<file path="config.mk">
export PLATFORM = sky130hd
export DESIGN_NAME = ysyx_25020077_ifu_flat
export DESIGN_NICKNAME = d
export VERILOG_FILES = /design/src/rtl/ysyx_25020077_ifu_if.sv /design/src/rtl/ysyx_25020077_ifu.sv /design/src/flat_wrapper.sv
export SDC_FILE = /design/constraint.sdc
export NUM_CORES = 1
export LEC_CHECK = 0
export CAP_MARGIN = 20
export CORE_ASPECT_RATIO = 1.25
export CORE_UTILIZATION = 41
export DETAILED_ROUTE_END_ITERATION = 8
export PLACE_DENSITY = 0.78
export REMOVE_ABC_BUFFERS = 1
export SLEW_MARGIN = 25
export SYNTH_ARGS = -nofsm -noshare
export SYNTH_HDL_FRONTEND = slang
export SYNTH_SLANG_ARGS = --single-unit
</file>
<file path="constraint.sdc">
create_clock -name clock -period 2.25 [get_ports clock]
set_clock_uncertainty 0.15 [all_clocks]
set_input_delay 0.45 -clock clock [delete_from_list [all_inputs] [get_ports clock]]
set_output_delay 0.45 -clock clock [all_outputs]
set_load 0.01 [all_outputs]
</file>
<file path="src/rtl/ysyx_25020077_ifu_if.sv">
`default_nettype none
// ============================================================================
// Module   : ysyx_25020077_ifu_if
// Purpose  : Bundles the instruction-fetch unit's memory fetch channel,
//            decode hand-off channel and control inputs (redirect and halt).
// Modports :
//   master - fetch-unit side. It drives the request, out and halted signals
//            and samples the memory response and the decode-side controls.
//   slave  - environment side. This is memory plus decode/execute.
// Signals  :
//   io_mem_req_valid/ready/addr   fetch request (addr = pc)
//   io_mem_resp_valid/data        instruction word return
//   io_out_valid/ready            instruction hand-off to decode
//   io_out_instruction/pc         held instruction and its address
//   io_redirect_valid/target      taken jump/branch target
//   io_halt / io_halted           ebreak retire / fetch frozen
// Revision : 1.0 - initial release
// ============================================================================
interface ysyx_25020077_ifu_if;
  logic        io_mem_req_valid;
  logic        io_mem_req_ready;
  logic [31:0] io_mem_req_addr;
  logic        io_mem_resp_valid;
  logic [31:0] io_mem_resp_data;
  logic        io_out_valid;
  logic        io_out_ready;
  logic [31:0] io_out_instruction;
  logic [31:0] io_out_pc;
  logic        io_redirect_valid;
  logic [31:0] io_redirect_target;
  logic        io_halt;
  logic        io_halted;

  modport master (
    output io_mem_req_valid,
    input  io_mem_req_ready,
    output io_mem_req_addr,
    input  io_mem_resp_valid,
    input  io_mem_resp_data,
    output io_out_valid,
    input  io_out_ready,
    output io_out_instruction,
    output io_out_pc,
    input  io_redirect_valid,
    input  io_redirect_target,
    input  io_halt,
    output io_halted
  );

  modport slave (
    input  io_mem_req_valid,
    output io_mem_req_ready,
    input  io_mem_req_addr,
    output io_mem_resp_valid,
    output io_mem_resp_data,
    input  io_out_valid,
    output io_out_ready,
    input  io_out_instruction,
    input  io_out_pc,
    output io_redirect_valid,
    output io_redirect_target,
    output io_halt,
    input  io_halted
  );
endinterface
`default_nettype wire

</file>
<file path="src/rtl/ysyx_25020077_ifu.sv">
`default_nettype none
// ============================================================================
// Module   : ysyx_25020077_ifu
// Purpose  : Instruction fetch unit for the single-cycle core. It owns the PC
//            and keeps one fetch request to instruction memory in flight at a
//            time. It captures the returned word and offers it to decode over
//            a valid/ready handshake. On acceptance it advances the PC by +4 or
//            to a redirect target. A halt freezes fetch until reset.
// Ports    :
//   clock  - core clock, rising-edge
//   reset  - synchronous, active-high
//   bus    - ysyx_25020077_ifu_if.master (fetch, hand-off and control signals)
// Params   :
//   RESET_PC - PC loaded on reset (word aligned)
// Revision : 1.0 - initial release
// ============================================================================
module ysyx_25020077_ifu #(
  parameter logic [31:0] RESET_PC = 32'h8000_0000
) (
  input  wire                        clock,
  input  wire                        reset,
  ysyx_25020077_ifu_if.master        bus
);

  typedef enum logic [1:0] {
    S_REQ  = 2'd0,
    S_WAIT = 2'd1,
    S_HOLD = 2'd2,
    S_HALT = 2'd3
  } state_t;

  state_t      r_state;
  state_t      w_next_state;
  logic [31:0] r_pc;
  logic [31:0] w_next_pc;
  logic [31:0] r_inst;
  logic [31:0] w_next_inst;

  // Decode accepts the held instruction. Redirect and halt only matter here.
  logic        w_accept;
  assign w_accept = (r_state == S_HOLD) && bus.io_out_ready;

  // Redirect targets are forced to word alignment. The low bits are dropped.
  logic        w_unused_target_lsbs;
  assign w_unused_target_lsbs = ^bus.io_redirect_target[1:0];

  // --------------------------------------------------------------------------
  // State register
  // --------------------------------------------------------------------------
  always_ff @(posedge clock) begin
    if (reset) begin
      r_state <= S_REQ;
      r_pc    <= RESET_PC;
      r_inst  <= 32'h0;
    end else begin
      r_state <= w_next_state;
      r_pc    <= w_next_pc;
      r_inst  <= w_next_inst;
    end
  end

  // --------------------------------------------------------------------------
  // Next-state logic
  // --------------------------------------------------------------------------
  always_comb begin
    w_next_state = r_state;
    w_next_pc    = r_pc;
    w_next_inst  = r_inst;

    case (r_state)
      S_REQ: begin
        // The address is r_pc. It stays stable until memory takes the request.
        if (bus.io_mem_req_ready) begin
          w_next_state = S_WAIT;
        end
      end

      S_WAIT: begin
        // A response is consumed only here. This also discards a stale
        // response that arrives after reset abandoned a request.
        if (bus.io_mem_resp_valid) begin
          w_next_inst  = bus.io_mem_resp_data;
          w_next_state = S_HOLD;
        end
      end

      S_HOLD: begin
        if (w_accept) begin
          if (bus.io_halt) begin
            // Halt wins over a simultaneous redirect. The PC stays on the ebreak.
            w_next_state = S_HALT;
          end else if (bus.io_redirect_valid) begin
            w_next_pc    = {bus.io_redirect_target[31:2], 2'b00};
            w_next_state = S_REQ;
          end else begin
            // Natural 32-bit wrap takes 32'hFFFF_FFFC to 0.
            w_next_pc    = r_pc + 32'd4;
            w_next_state = S_REQ;
          end
        end
      end

      S_HALT: begin
        w_next_state = S_HALT;
      end

      default: begin
        w_next_state = S_REQ;
      end
    endcase
  end

  // --------------------------------------------------------------------------
  // Outputs: pure decodes of registered state (no input-to-output paths)
  // --------------------------------------------------------------------------
  assign bus.io_mem_req_valid   = (r_state == S_REQ);
  assign bus.io_mem_req_addr    = r_pc;
  assign bus.io_out_valid       = (r_state == S_HOLD);
  assign bus.io_out_instruction = r_inst;
  assign bus.io_out_pc          = r_pc;
  assign bus.io_halted          = (r_state == S_HALT);

endmodule
`default_nettype wire

</file>
<file path="src/flat_wrapper.sv">
// flat-port wrapper written by rule: the top's interface ports become plain ports
module ysyx_25020077_ifu_flat 
#(
  parameter logic [31:0] RESET_PC = 32'h8000_0000
)
  (clock, reset, bus_io_mem_req_valid, bus_io_mem_req_ready, bus_io_mem_req_addr, bus_io_mem_resp_valid, bus_io_mem_resp_data, bus_io_out_valid, bus_io_out_ready, bus_io_out_instruction, bus_io_out_pc, bus_io_redirect_valid, bus_io_redirect_target, bus_io_halt, bus_io_halted);
  ysyx_25020077_ifu_if bus_i ();
  input  wire clock;
  input  wire reset;
  output wire logic [$bits(bus_i.io_mem_req_valid)-1:0] bus_io_mem_req_valid;
  input wire logic [$bits(bus_i.io_mem_req_ready)-1:0] bus_io_mem_req_ready;
  output wire logic [$bits(bus_i.io_mem_req_addr)-1:0] bus_io_mem_req_addr;
  input wire logic [$bits(bus_i.io_mem_resp_valid)-1:0] bus_io_mem_resp_valid;
  input wire logic [$bits(bus_i.io_mem_resp_data)-1:0] bus_io_mem_resp_data;
  output wire logic [$bits(bus_i.io_out_valid)-1:0] bus_io_out_valid;
  input wire logic [$bits(bus_i.io_out_ready)-1:0] bus_io_out_ready;
  output wire logic [$bits(bus_i.io_out_instruction)-1:0] bus_io_out_instruction;
  output wire logic [$bits(bus_i.io_out_pc)-1:0] bus_io_out_pc;
  input wire logic [$bits(bus_i.io_redirect_valid)-1:0] bus_io_redirect_valid;
  input wire logic [$bits(bus_i.io_redirect_target)-1:0] bus_io_redirect_target;
  input wire logic [$bits(bus_i.io_halt)-1:0] bus_io_halt;
  output wire logic [$bits(bus_i.io_halted)-1:0] bus_io_halted;
  assign bus_io_mem_req_valid = bus_i.io_mem_req_valid;
  assign bus_i.io_mem_req_ready = bus_io_mem_req_ready;
  assign bus_io_mem_req_addr = bus_i.io_mem_req_addr;
  assign bus_i.io_mem_resp_valid = bus_io_mem_resp_valid;
  assign bus_i.io_mem_resp_data = bus_io_mem_resp_data;
  assign bus_io_out_valid = bus_i.io_out_valid;
  assign bus_i.io_out_ready = bus_io_out_ready;
  assign bus_io_out_instruction = bus_i.io_out_instruction;
  assign bus_io_out_pc = bus_i.io_out_pc;
  assign bus_i.io_redirect_valid = bus_io_redirect_valid;
  assign bus_i.io_redirect_target = bus_io_redirect_target;
  assign bus_i.io_halt = bus_io_halt;
  assign bus_io_halted = bus_i.io_halted;
  ysyx_25020077_ifu #(.RESET_PC(RESET_PC)) u_core (.clock(clock), .reset(reset), .bus(bus_i));
endmodule
</file>
Word level (Yosys, flattened, before mapping)
Index checks and enable logic that the tools add are counted.
{"block": "totals", "reg_bits": 66, "inputBits": 71, "output_inout_bits": 99, "word_cells": 22}
{"block": "classes", "addsub": 1, "n_eq_ne": 6, "n_mux": 6, "bitwise": 1, "n_reduce_logical": 5}
{"cell": "adder 32 x 3 -> 32 bit (second input constant)", "count": 1}
{"cell": "two-way mux 32 bit", "count": 1}
{"cell": "two-way mux 2 bit", "count": 4}
{"cell": "case mux 2 bit (4 select lines)", "count": 1}
{"cell": "AND reduction 3 bit", "count": 2}
{"cell": "equality test 2 bit (second input constant)", "count": 2}
{"cell": "!= test 2 x 1 -> 1 bit (second input constant)", "count": 2}
{"cell": "equality test 2 x 1 -> 1 bit (second input constant)", "count": 1}
{"cell": "zero test 2 bit", "count": 1}
{"cell": "!= test 2 bit (second input constant)", "count": 1}
{"cell": "AND reduction 2 bit", "count": 1}
{"cell": "logical AND 1 bit", "count": 1}
{"cell": "inverter 1 bit", "count": 1}

Depth between registers and ports, before layout
{"block": "depth", "ltp_word": 4, "mapped_depth": 7, "ltp_nobuf": 6}

Least setup slack after synthesis
OpenSTA, ideal clock, no wires.
{"block": "synth_path", "kind": "reg-to-reg", "start": "register u_core.r_pc[2], in the netlist u_core.bus.io_mem_req_addr[2]", "end": "register u_core.r_pc[26], in the netlist u_core.bus.io_mem_req_addr[26]", "setup_time_ns": 0.130, "arrival_ns": 1.667, "t_required_ns": 1.970, "slack_ns": 0.303, "stages_incl_launch_ff": 8, "n_path_buf": 1, "synth_period_minus_slack_ns": 1.947, "cell_sequence": "dfxtp_1 ha_1 nand4_1 nor3_2 buf_2 nand3_1 mux2i_1 o22ai_1"}
{"block": "synth_via", "elab_chain_cells": 2}
{"item": "start, declared", "line_no": "ysyx_25020077_ifu.sv:34", "rtl": "logic [31:0] r_pc;"}
{"item": "start signal, assigned", "line_no": "ysyx_25020077_ifu.sv:57", "rtl": "r_pc <= w_next_pc;"}
{"item": "adder 32 x 3 -> 32 bit", "line_no": "ysyx_25020077_ifu.sv:97", "rtl": "w_next_pc = r_pc + 32'd4;"}
{"item": "two-way mux 32 bit", "line_no": "ysyx_25020077_ifu.sv:92", "rtl": "end else if (bus.io_redirect_valid) begin"}
Every way passes these cells.
A chain may end at the register's enable or synchronous reset.

Worst setup path after layout
{"block": "layout_path", "start": "register u_core.r_state[1]", "end": "output bus_io_out_valid"}
{"block": "layout_via", "elab_chain_cells": 1}
{"item": "start, declared", "line_no": "ysyx_25020077_ifu.sv:32", "rtl": "state_t r_state;"}
{"item": "start signal, assigned", "line_no": "ysyx_25020077_ifu.sv:56", "rtl": "r_state <= w_next_state;"}
{"item": "equality test 2 bit", "line_no": "ysyx_25020077_ifu.sv:118", "rtl": "assign bus.io_out_valid = (r_state == S_HOLD);"}
{"item": "end, declared", "line_no": "flat_wrapper.sv:15", "rtl": "output wire logic [$bits(bus_i.io_out_valid)-1:0] bus_io_out_valid;"}
Every way passes these cells.

==> impl_metrics.json <==
{
  "dp_hpwl_um": 7610,
  "yosysTopAreaCell": "dfxtp_1",
  "clk_path_buf_depth": 2,
  "rsz0062_at_grt": "false",
  "finalWirelength_um": 10500,
  "grt_pass1_vias": 3659,
  "pwr-share-comb_pct": 15.6,
  "dr.first_iter.drc_count": 264,
  "fp.dieH_um": 104,
  "vias_per_cell": 5.51,
  "worstMarginPinSlew_ns": 0.508,
  "max_freq_ghz": 0.475,
  "async_flop_share_pct": 0,
  "htreeDepth": 3,
  "start_util_pct": 43.0,
  "period_minus_slack_ns": 2.10,
  "cts_tree": "built",
  "clockRootBuffer": "clkbuf_8",
  "ctsHoldBuffers": 0,
  "critPathRequiredTime_ns": 1.65,
  "yosysSeqAreaShare_pct": 37.6,
  "drc": 0,
  "hp-class": "flip-flop to flip-flop",
  "fin_cells": 687,
  "status": "complete, no violations",
  "synthFlopType": "dfxtp_1",
  "synthesis.area_um2": 3410,
  "track_usage_pct": 24.2,
  "path_cells": "nor2b_2 > clkdlybuf4s50_1",
  "grt_max_degree": 42,
  "antenna_left": 0,
  "start_kind": "flip-flop",
  "gp_congestion": 0.863,
  "p_switching_w": 0.000684,
  "cellPowerDensity_nw_per_um2": 526,
  "critPathMaxFanout": 7,
  "cts.sinks": 64,
  "drive_above_1_share_pct": 8.95,
  "synth_seq_cells": 64,
  "maxSlewViolCount": 0,
  "synth_cells": 452,
  "synth_top_area_share_pct": 37.6,
  "max_slew_margin_pct": 66.2,
  "arrival_ns": 1.50,
  "period_share_pct": 93.5,
  "max_stage_delay_ns": 0.56,
  "utilization_pct": 66.0,
  "io_pins": 170,
  "portBuffers": 163,
  "gr-total-overflow": 0,
  "clock_latency_ns": 0.35,
  "vias": 3787,
  "numCtsBuffers": 9,
  "peakVddDrop_uv": 456,
  "synth_warnings": 0,
  "antenna_found_initial": 0,
  "p_leak_nw": 1.89,
  "grt_pass1_wl_um": 17100,
  "postSynthAreaPerCell_um2": 7.54,
  "synth_area_leaders": "dfxtp_1 (38%), nand2_1 (9.8%), a21oi_1 (8.7%), buf_4 (7.5%), nor2_1 (3.2%)",
  "cp-end-kind": "primary output",
  "yosys-top-cells-count": "nand2_1 (89), dfxtp_1 (64), a21oi_1 (59), buf_4 (34), nor2_1 (29)",
  "maxCapViolations": 0,
  "antenna_cells": 0,
  "intPower_w": 0.00206,
  "die_w_um": 83.6,
  "nNetsFinal": 659,
  "synth_edf_count": 0,
  "wl_per_cell_um": 15.2,
  "path_clk_slew_ns": 0.07,
  "crit_path_top_delay_cell": "clkdlybuf4s50_1",
  "pwr-share-clk_pct": 40.7,
  "setup_viol": 0,
  "core_um2": 7930,
  "rows": 36,
  "crit_type": "flip-flop to primary output",
  "ys_types": 52,
  "sw_frac_of_total_pct": 24.9,
  "seqPwrFrac_pct": 43.7,
  "finalHoldViolCount": 0,
  "area_growth_pct": 53.4,
  "dieArea_um2": 8680,
  "drt_pre_antenna_iters": 5,
  "dp.cells": 671,
  "synth_most_common_cell": "nand2_1"
}
## power by group through the flow
stage | logic (W) | registers, W | clock network [W]
after floorplan | 0.000112 | 0.00124 | 0
after global placement | 0.000419 | 0.00122 | 0
after detailed placement | 0.000426 | 0.00123 | 0
after CTS | 0.000430 | 0.00120 | 0.00113
after global routing | 0.000462 | 0.00121 | 0.00118
final | 0.000428 | 0.00120 | 0.00112
## cells in the final DEF (no fill, tap or decap), types with 2 or more instances in the layout
master	count
a21oi_1	59
nor2b_1	5
a31oi_1	9
a32o_1	4
dfxtp_1	63
clkdlybuf4s50_1	161
and3_1	10
nor3_2	2
bufinv_16	2
clkbuf_8	10
o21ai_0	6
a41oi_1	2
inv_1	2
buf_4	21
nand3_1	15
a211oi_1	2
nor2_1	28
o22ai_1	4
and4_1	2
mux2i_1	7
conb_1	4
a22o_1	3
nand2_1	89
nand3b_1	4
and2_1	2
o31ai_1	5
a22oi_1	8
nand2b_1	2
nor3_1	6
buf_12	3
nand4_1	9
o21ai_1	13
buf_2	2
clkinv_2	3
## registers in the layout (all words and copies together), names as in the netlist
| register | count |
|---|---|
| u_core.bus.io_mem_req_addr | 30 |
| u_core.bus.io_out_instruction | 32 |
| u_core.r_state | 2 |
## cell type report
cell class / count / area, um^2
Fill cell: 672 / 2700
Clock buffer: 10 / 138
Multi-Input combinational cell: 322 / 1760
Timing Repair Buffer: 187 / 1840
Sequential cell: 64 / 1280
Inverter: 3 / 11.3
Tap cell: 95 / 119
Clock inverter: 6 / 82.6
## logic make-up (layout without fill, tap and decap cells)
group / after synthesis / after routing / synth area share (%)
buffers and inverters: 69 / 206 / 11.5
AND/OR/NAND/NOR: 185 / 185 / 26.1
other: 1 / 4 / 0.110
adder cells (fa/ha/maj): 1 / 1 / 0.367
AO/OA/AOI/OAI: 124 / 124 / 22.0
multiplexers: 8 / 8 / 2.39
flip-flops: 64 / 64 / 37.6
## worst max-delay path, delay by kind of cell (launching register included)
family                 cells  cell delay, ns
buffers and inverters      1            0.56
DFF                        1            0.39
and+or+nand+nor            1            0.21
## metal layers
metal  wire, um  global-route usage (%)
met4        161                    9.56
met1       4060                    26.7
met5          0                       0
met3        989                    8.10
met2       5250                    42.6
## repair_timing
| action | in CTS | in global routing |
|---|---|---|
| setup endpoints to repair | 1 | 2 |
| buffers inserted | 0 | 0 |
| endpoints found under the hold margin | 0 | 0 |
| resized for setup | 1 | 2 |
## final timing paths
| kind | from | endpoint | slack, ns | cells after the start |
|---|---|---|---|---|
| max | u_core.r_state[1] | bus_io_out_valid | 0.15 | 2 |
| min | u_core.bus.io_out_instruction[15] | u_core.bus.io_out_instruction[15] | 0.31 | 2 |
| max reg2reg | u_core.bus.io_mem_req_addr[2] | u_core.bus.io_mem_req_addr[22] | 0.23 | 7 |
| min reg2reg | u_core.bus.io_out_instruction[15] | u_core.bus.io_out_instruction[15] | 0.31 | 2 |
## stage by stage
stage | setup slack, ns | power (W) | setup TNS (ns) | area, um^2 | hold slack (ns)
final | 0.147 | 0.00275 | 0 | 5230 | 0.307
after global routing | 0.0708 | 0.00285 | 0 | 5230 | 0.329
after CTS | 0.0469 | 0.00277 | 0 | 5220 | 0.309
after detailed placement | -0.0769 | 0.00165 | -0.0910 | 5000 | 0.300
after global placement | -0.00543 | 0.00164 | -0.00543 | 5000 | 0.291
after floorplan | -0.0794 | 0.00135 | -0.0794 | 3040 | 0.324
No activity file was read; power rests on OpenSTA's default activity.
